## config.mk

```make
export PLATFORM = sky130hd
export DESIGN_NAME = fln_argred
export DESIGN_NICKNAME = d
export VERILOG_FILES = /design/src/rtl/fpu_pkg.sv /design/src/rtl/lzc23.sv /design/src/rtl/fln_argred.sv
export SDC_FILE = /design/constraint.sdc
export NUM_CORES = 1
export LEC_CHECK = 0
export CORE_UTILIZATION = 52
export CTS_CLUSTER_DIAMETER = 150
export CTS_CLUSTER_SIZE = 25
export DETAILED_ROUTE_END_ITERATION = 10
export GPL_TIMING_DRIVEN = 0
export HOLD_SLACK_MARGIN = 0.05
export PLACE_DENSITY = 0.9
export SLEW_MARGIN = 20
export SYNTH_ARGS = -nofsm -noshare
export SYNTH_HDL_FRONTEND = slang
export SYNTH_SLANG_ARGS = --single-unit
```

## constraint.sdc

```tcl
create_clock -name clk -period 5.21 [get_ports clk]
set_clock_uncertainty 0.05 [all_clocks]
set_input_delay 0.521 -clock clk [delete_from_list [all_inputs] [get_ports clk]]
set_output_delay 0.521 -clock clk [all_outputs]
set_load 0.05 [all_outputs]
```

## src/rtl/fpu_pkg.sv

```systemverilog
// Shared fp32 constants, field layout and operand classification.
package fpu_pkg;

    localparam logic [31:0] FP32_QNAN    = 32'h7FC00000;
    localparam logic [31:0] FP32_POS_INF = 32'h7F800000;
    localparam logic [31:0] FP32_NEG_INF = 32'hFF800000;
    localparam logic [31:0] FP32_ONE     = 32'h3F800000;
    localparam logic [7:0]  FP32_BIAS    = 8'd127;
    localparam logic [31:0] FP32_LN2     = 32'h3F317218;

    typedef struct packed {
        logic        sign;
        logic [7:0]  exp;
        logic [22:0] frac;
    } fp32_t;

    typedef enum logic [2:0] {ZERO, DENORM, NORMAL, INF, NAN} fp_class_t;

    function automatic fp_class_t classify(input fp32_t x);
        if (x.exp == 8'hFF) begin
            return (x.frac != 23'd0) ? NAN : INF;
        end else if (x.exp == 8'h00) begin
            return (x.frac != 23'd0) ? DENORM : ZERO;
        end
        return NORMAL;
    endfunction

endpackage

```

## src/rtl/lzc23.sv

```systemverilog
// Combinational leading-zero counter over 23 bits; an all-zero input yields 23.
module lzc23 (
    input  logic [22:0] din,
    output logic [4:0]  cnt
);

    always_comb begin
        cnt = 5'd23;
        // Highest set bit is visited last and therefore wins.
        for (int i = 0; i < 23; i++) begin
            if (din[i]) begin
                cnt = 5'(22 - i);
            end
        end
    end

endmodule

```

## src/rtl/fln_argred.sv

```systemverilog
// Two-stage argument reduction for ln(x): x = m * 2^e with m in [0.75, 1.5),
// e also delivered as an exact fp32, IEEE specials resolved and flagged.
module fln_argred
    import fpu_pkg::*;
#(
    parameter int unsigned TAG_W = 4
) (
    input  logic             clk,
    input  logic             rst,
    input  logic             in_valid,
    output logic             in_ready,
    input  logic [31:0]      in_data,
    input  logic [TAG_W-1:0] in_tag,
    output logic             out_valid,
    input  logic             out_ready,
    output logic [31:0]      out_mant,
    output logic [8:0]       out_exp_i,
    output logic [31:0]      out_exp_f,
    output logic             out_special,
    output logic [31:0]      out_spec_val,
    output logic [TAG_W-1:0] out_tag
);

    fp32_t     x;
    fp_class_t cls;
    logic [4:0]  dz;
    logic [8:0]  e0;
    logic [22:0] frac;
    logic [31:0] mant_d;
    logic [8:0]  exp_d;
    logic        special_d;
    logic [31:0] spec_val_d;

    logic             s1_valid;
    logic [31:0]      s1_mant;
    logic [8:0]       s1_exp;
    logic             s1_special;
    logic [31:0]      s1_spec_val;
    logic [TAG_W-1:0] s1_tag;

    logic        s2_adv;
    logic        e_neg;
    logic [7:0]  e_mag;
    logic [4:0]  e_lz;
    logic [22:0] e_frac;
    logic [31:0] exp_f_d;

    assign x   = in_data;
    assign cls = classify(x);

    lzc23 u_lzc_denorm (
        .din (x.frac),
        .cnt (dz)
    );

    always_comb begin
        special_d  = 1'b1;
        spec_val_d = FP32_QNAN;
        mant_d     = FP32_ONE;
        exp_d      = 9'd0;
        e0         = 9'd0;
        frac       = 23'd0;
        unique case (cls)
            NAN:  spec_val_d = FP32_QNAN;
            ZERO: spec_val_d = FP32_NEG_INF;
            INF:  spec_val_d = x.sign ? FP32_QNAN : FP32_POS_INF;
            default: begin
                if (!x.sign) begin
                    special_d  = 1'b0;
                    spec_val_d = 32'd0;
                    if (cls == NORMAL) begin
                        e0   = {1'b0, x.exp} - {1'b0, FP32_BIAS};
                        frac = x.frac;
                    end else begin
                        // Shift the leading one out of the field; it becomes the hidden bit.
                        e0   = 9'd0 - {1'b0, FP32_BIAS} - {4'd0, dz};
                        frac = x.frac << (dz + 5'd1);
                    end
                    // Mantissas in [1.5, 2) are halved into [0.75, 1).
                    if (frac[22]) begin
                        mant_d = {1'b0, FP32_BIAS - 8'd1, frac};
                        exp_d  = e0 + 9'd1;
                    end else begin
                        mant_d = {1'b0, FP32_BIAS, frac};
                        exp_d  = e0;
                    end
                end
            end
        endcase
    end

    // |e| <= 149 fits in 8 bits; left-align it so the 23-bit counter can be reused.
    assign e_neg = s1_exp[8];
    assign e_mag = e_neg ? (8'd0 - s1_exp[7:0]) : s1_exp[7:0];

    lzc23 u_lzc_int (
        .din ({e_mag, 15'd0}),
        .cnt (e_lz)
    );

    assign e_frac  = {e_mag, 15'd0} << (e_lz + 5'd1);
    assign exp_f_d = (e_mag == 8'd0) ? 32'd0
                   : {e_neg, FP32_BIAS + 8'd7 - {3'd0, e_lz}, e_frac};

    assign s2_adv   = !out_valid || out_ready;
    assign in_ready = !rst && (!s1_valid || s2_adv);

    always_ff @(posedge clk) begin
        if (rst) begin
            s1_valid     <= 1'b0;
            s1_mant      <= 32'd0;
            s1_exp       <= 9'd0;
            s1_special   <= 1'b0;
            s1_spec_val  <= 32'd0;
            s1_tag       <= '0;
            out_valid    <= 1'b0;
            out_mant     <= 32'd0;
            out_exp_i    <= 9'd0;
            out_exp_f    <= 32'd0;
            out_special  <= 1'b0;
            out_spec_val <= 32'd0;
            out_tag      <= '0;
        end else begin
            if (in_ready) begin
                s1_valid <= in_valid;
                if (in_valid) begin
                    s1_mant     <= mant_d;
                    s1_exp      <= exp_d;
                    s1_special  <= special_d;
                    s1_spec_val <= spec_val_d;
                    s1_tag      <= in_tag;
                end
            end
            if (s2_adv) begin
                out_valid <= s1_valid;
                if (s1_valid) begin
                    out_mant     <= s1_mant;
                    out_exp_i    <= s1_exp;
                    out_exp_f    <= exp_f_d;
                    out_special  <= s1_special;
                    out_spec_val <= s1_spec_val;
                    out_tag      <= s1_tag;
                end
            end
        end
    end

endmodule

```

## Yosys cells after proc, flatten, opt, wreduce, memory -nomap -nowiden

Index checks and enable logic that the tools add are counted.

| word-level totals | value |
|---|---|
| memory bits (read-only) | 0 |
| memories | 0 |
| logic and storage cells | 96 |
| latch bits | 0 |
| output and inout port bits | 112 |
| register bits | 190 |
| bits in writable memories | 0 |

| cells by class | value |
|---|---|
| divide/modulo/power cells | 0 |
| $mul | 0 |
| bitwise operators | 0 |
| shift operators | 2 |
| order comparisons | 0 |
| reductions and logical operators | 13 |
| equality and inequality tests | 4 |
| muxes and demuxes | 57 |
| $add $sub $neg | 7 |

Operators with widths:

| operator | count |
|---|---|
| 2-to-1 mux 5 bit | 24 |
| one-hot mux 32 bit (3 select lines) | 1 |
| 2-to-1 mux 23 bit | 4 |
| 2-to-1 mux 24 bit | 3 |
| 2-to-1 mux 9 bit | 6 |
| left shift 23 x 5 -> 23 bit | 2 |
| 2-to-1 mux 32 bit | 1 |
| 2-to-1 mux 31 bit | 1 |
| 2-to-1 mux 3 bit | 8 |
| nonzero test 23 bit | 1 |
| logical NOT 8 bit | 2 |
| adder 5 x 1 -> 5 bit, second input constant | 2 |
| adder 9 x 1 -> 9 bit, second input constant | 1 |
| subtractor 8 x 6 -> 9 bit, first input constant | 1 |
| subtractor 8 x 7 -> 9 bit, second input constant | 1 |
| equality test 8 bit, second input constant | 1 |
| 2-to-1 mux 8 bit | 1 |
| subtractor 1 x 8 -> 8 bit, first input constant | 1 |
| subtractor 8 x 5 -> 8 bit, first input constant | 1 |
| equality test 3 x 2 -> 1 bit, second input constant | 2 |
| 2-to-1 mux 1 bit | 6 |
| 2-to-1 mux 2 bit | 2 |
| AND reduction 2 bit | 2 |
| equality test 3 bit, second input constant | 1 |
| 5 further kinds | 8 |

## Depth between registers and ports, before layout

| logic depth | value |
|---|---|
| depth in word-level cells | 31 |
| mapped depth | 20 |
| depth with buffers taken out | 15 |

## Hierarchy

A second synthesis with hierarchy kept.

| unflattened totals | value |
|---|---|
| cells, all modules | 911 |
| area total of the unflattened synthesis | 7076.8 um2 |

By module, submodules not included:

| module | seq. area each (um2) | cells each | area each (um2) | instances |
|---|---|---|---|---|
| fln_argred | 2062.0 | 827 | 6603.8 | 1 |
| lzc23 | 0.0 | 42 | 236.5 | 2 |

## Worst setup path after synthesis

Ideal clock, no wire load.

| timing | value |
|---|---|
| kind | input to register |
| start | input in_data[18] |
| end | register s1_exp[4] |
| buffers on the path | 4 |
| slack | 0.813 ns |
| arrival time | 4.229 ns |
| library setup time | 0.117 ns |
| cell stages on the path | 17 |
| cells stage by stage | buf_2 or4_4 a211oi_4 a21oi_4 inv_2 buf_6 buf_8 ha_1 clkbuf_1 inv_1 or3_1 o22ai_1 nor4_2 o32ai_2 a2111oi_4 a21bo_1 a32o_1 |

| between the ends | value |
|---|---|
| longest elaborated chain between the ends | 13 |

Ends and longest elaborated chain:

| item | line | source |
|---|---|---|
| from (decl) | fln_argred.sv:12 | `input logic [31:0] in_data,` |
| 2-to-1 mux 5 bit or nonzero test 23 bit (tied branches) | lzc23.sv:11, fpu_pkg.sv:21, fpu_pkg.sv:23 |  |
| 2-to-1 mux 5 bit or 2-to-1 mux 1 bit (tied branches) | lzc23.sv:11, fpu_pkg.sv:23 |  |
| 2-to-1 mux 5 bit or 2-to-1 mux 3 bit (tied branches) | lzc23.sv:11, fpu_pkg.sv:22 |  |
| 2-to-1 mux 5 bit or 2-to-1 mux 3 bit (tied branches) | lzc23.sv:11, fpu_pkg.sv:20 |  |
| 2-to-1 mux 5 bit or 2-to-1 mux 3 bit (tied branches) | lzc23.sv:11, fpu_pkg.sv:25 |  |
| subtractor 8 x 6 -> 9 bit (tied with other cells) | fln_argred.sv:76 | `e0 = 9'd0 - {1'b0, FP32_BIAS} - {4'd0, dz};` |
| 2-to-1 mux 9 bit or left shift 23 x 5 -> 23 bit (tied branches) | fln_argred.sv:71, fln_argred.sv:77 |  |
| 2-to-1 mux 9 bit or 2-to-1 mux 23 bit (tied branches) | fln_argred.sv:68, fln_argred.sv:71 |  |
| 2-to-1 mux 9 bit or 2-to-1 mux 23 bit (tied branches) | fln_argred.sv:63, fln_argred.sv:68 |  |
| adder 9 x 1 -> 9 bit or 2-to-1 mux 23 bit (tied branches) | fln_argred.sv:82, fln_argred.sv:63 |  |
| 2-to-1 mux 9 bit | fln_argred.sv:80 | `if (frac[22]) begin` |
| 2-to-1 mux 9 bit | fln_argred.sv:68 | `if (!x.sign) begin` |
| 2-to-1 mux 9 bit * | fln_argred.sv:63 | `unique case (cls)` |
| to (signal assigned) | fln_argred.sv:128 | `s1_exp <= exp_d;` |
| to (decl) | fln_argred.sv:36 | `logic [8:0] s1_exp;` |

Every way passes the cells marked *; elsewhere a longest branch is shown, timed or not. The select of a mux whose other input is x is not followed.
A chain may end at the register's enable or synchronous reset.

## Worst setup path after layout

| timing | value |
|---|---|
| start | input in_data[20] |
| end | register s1_mant[21] |

| between the ends | value |
|---|---|
| longest elaborated chain between the ends | 12 |

Ends and longest elaborated chain:

| item | line | source |
|---|---|---|
| branches (longest 11 deep; another with adder 5 x 1 -> 5 bit) | -- |  |
| 2-to-1 mux 24 bit * | fln_argred.sv:63 |  |
| to (signal assigned) | fln_argred.sv:127 | `s1_mant <= mant_d;` |
| to (decl) | fln_argred.sv:35 | `logic [31:0] s1_mant;` |

Every way passes the cells marked *. The select of a mux whose other input is x is not followed.

==> results.cfg <==
[run_status]
outcome = finished clean

[global_routing]
grt_pass1_wl_mm = 32.2
grt_pass1_vias = 6384
grt_overflow = 0
grt_max_degree = 17
antenna_found_initial = 0
grtUsageTotal_pct = 30.5

[die]
initial_core_util_pct = 53.7
dieArea_mm2 = 0.0135
rows = 41
coreArea_mm2 = 0.0127
pin_count = 152
die_y_um = 116
die_w_um = 116

[yosys]
synth_edf_count = 0
ys_ff_latch = 103
ys_warn_count = 0
syn-instance-count = 865
syn_area_mm2 = 0.00680
async_flop_share_pct = 0
synth_area_leader_cell = dfxtp_1
synthDistinctLibCells = 86
synth_area_leaders = dfxtp_1 30%, nand2_1 8.7%, a21oi_1 6.5%, buf_4 6.0%, mux2i_1 3.5%
yosys_most_used_dff = dfxtp_1
synth_top_area_share_pct = 30.3
avgSynthCellArea_um2 = 7.87
seq_area_frac_synth_pct = 30.3

[sta]
max_freq_mhz = 204
timing.hold.ws_ps = 405
worstMarginPinSlew_ps = 922
finalCriticalPeriod_ps = 4910
finalSetupTns_ps = 0
hold_viol = 0
drv_slew = 0
min_period_over_period_pct = 94.2
setup_viol = 0
slew_headroom_pct = 38.1
rsz0062_at_grt = no
worst_slack_ps = 304

[clocking]
clk_pin_slew_ps = 70
clockBufferDepth = 2
htreeDepth = 3
root_buffer = clkbuf_16
ctsHoldBuffers = 0
clock-sinks = 103
clk_latency_ps = 350
cts_buffers = 9
cts_tree = yes

[finish]
antenna_cells = 0
fin_nets = 1072
syn2layout_area_growth_pct = 25.4
mostFrequentLayoutCells = 158 x nand2_1, 104 x clkdlybuf4s50_1, 103 x dfxtp_1
n_fill_cell = 1052
drive_above_1_share_pct = 13.2
mostFrequentLayoutCell = nand2_1
final-instance-count-excl-fill = 1198

[pwr]
p_clk_share_pct = 29.7
share_seq_of_total_power_pct = 37.5
power_leakage_nw = 3.32
power_density_mw_per_mm2 = 265
power_frac_comb_pct = 32.8
p_sw_share_pct = 34.9
intPower_w = 0.00147
p_switching_w = 0.000787
vdd_drop_max_uv = 176

[flow_run]
cap_violations = 0

[worst_setup_path]
worstPathMaxFanout = 10
criticalPathCategory = input pin to flop
reg2reg_to = out_exp_f[22]
start_kind = input pin
cp.arrival_ps = 5150
rrSetupSlack_ps = 1460
cp.required_ps = 5450
reg2reg_from = s1_exp[0]
end_kind = flop
r2r_cells = 13

[drt]
dr.first_iter.drc_count = 870
ant_nets = 0
drc_errors = 0
wl_per_cell_um = 17.0
via_per_inst = 5.88
drt-total-wl_mm = 20.3
vias = 7040
drtPass1Iterations = 5

[placement]
port_buffers = 104
dp_hpwl_mm = 15.6
place_congestion = 0.985
preCtsSetupSlack_ps = -313
dp_cells = 1179

[worst_hold_path]
min_from = s1_spec_val[31]
whs_endpoint = out_spec_val[31]
hp-class = flop to flop
min_path_cells = 2
==> state kept, by name, indices dropped and copies added, names as in the netlist <==
name	flops
out_tag	4
s1_special	1
s1_mant	25
out_valid	1
s1_valid	1
s1_spec_val	3
out_exp_f	17
out_exp_i	9
out_spec_val	3
s1_tag	4
s1_exp	9
out_special	1
out_mant	25
==> layout make-up <==
type	instances	area [um^2]	area share [%]
multi-input cells	669	4150	48.6
flip-flops and latches	103	2060	24.2
repair buffers	108	1070	12.6
plain buffers	110	666	7.80
clock buffers	10	239	2.80
well taps	172	215	2.52
inverters	20	75.1	0.880
clock inverters	6	60.1	0.704
==> worst max path at each step <==
stage | from | to | slack, ps | cells after the start
3_3_place_gp | in_data[10] | s1_exp[1] | -260 | 19
3_5_place_dp | in_data[10] | s1_exp[1] | -310 | 19
6_report | in_data[20] | s1_mant[21] | 300 | 14
2_1_floorplan | in_data[18] | s1_exp[4] | 810 | 17
4_1_cts | in_data[10] | s1_exp[0] | 40 | 19
5_1_grt | in_data[20] | s1_mant[21] | 70 | 14
==> worst max-delay path, stage by stage <==
cell and delay (ps):
clkdlybuf4s50_1 600, or4_4 590, a211oi_4 420, a21oi_4 160, inv_2 110, buf_6 180, buf_8 160, ha_2 360
inv_1 180, clkbuf_1 420, clkbuf_1 410, a31oi_1 320, a2111oi_1 520, a311o_1 190
==> synthesized netlist by cell type, types with 4 or more instances <==
cell,number
clkbuf_1,38
or3_1,7
o31ai_1,9
or2_2,4
nor2_1,55
nor4_1,7
ha_1,11
buf_4,54
nand3_1,19
a21oi_1,88
inv_1,18
xnor2_1,12
dfxtp_1,103
nor3_1,17
a31oi_1,9
mux4_2,10
buf_2,12
a211o_1,5
xor2_1,5
o31a_1,4
o21ai_0,20
o211ai_1,12
o21ai_1,5
nand2_1,158
a22oi_1,24
nand2b_1,12
a21o_1,4
mux2_2,7
nor2b_1,5
mux2i_1,24
o211a_1,4
a222oi_1,7
o22ai_1,5
and2_1,6
o21a_1,4
a211oi_1,7
==> per-layer routing <==
layer | up-vias | track usage, % | share of wire (%)
met5 | - | 0 | 0
met1 | 3259 | 41.1 | 43
li1 | 3335 | - | -
met2 | 398 | 48.8 | 45
met4 | 0 | 12.9 | 2.5
met3 | 48 | 4.57 | 9.0
==> logic make-up (layout without fill, tap and decap cells) <==
logic type / count (synthesis) / in the layout / share of synthesized area (%)
compound gates: 240 / 240 / 24.3
xor+xnor: 18 / 18 / 2.43
fa+ha+maj: 11 / 11 / 2.02
buf+inv: 131 / 254 / 10.9
flops: 103 / 103 / 30.3
mux: 41 / 41 / 8.00
other cells: 1 / 39 / 0.0551
simple gates: 320 / 320 / 22.0
==> repair_timing <==
item	CTS	global route
setup endpoints to repair	0	14
resized for setup	0	4
setup buffers	0	4
==> stage by stage <==
stage / utilization [%] / power [W] / area [um^2]
after floorplan: - / 0.00139 / 6950
after detailed placement: 64.7 / 0.00158 / 8200
after global routing: 67.3 / 0.00235 / 8530
final: 67.3 / 0.00226 / 8530
after global placement: 64.7 / 0.00157 / 8200
after CTS: 67.1 / 0.00224 / 8500
==> power by group through the flow <==
stage | clock [W] | combinational [W] | sequential (W)
finish | 0.000670 | 0.000740 | 0.000847
global route | 0.000708 | 0.000790 | 0.000850
CTS | 0.000673 | 0.000719 | 0.000846
detailed placement | 0 | 0.000715 | 0.000864
global placement | 0 | 0.000710 | 0.000862
floorplan | 0 | 0.000481 | 0.000913
(Power assumes the default switching activity.)
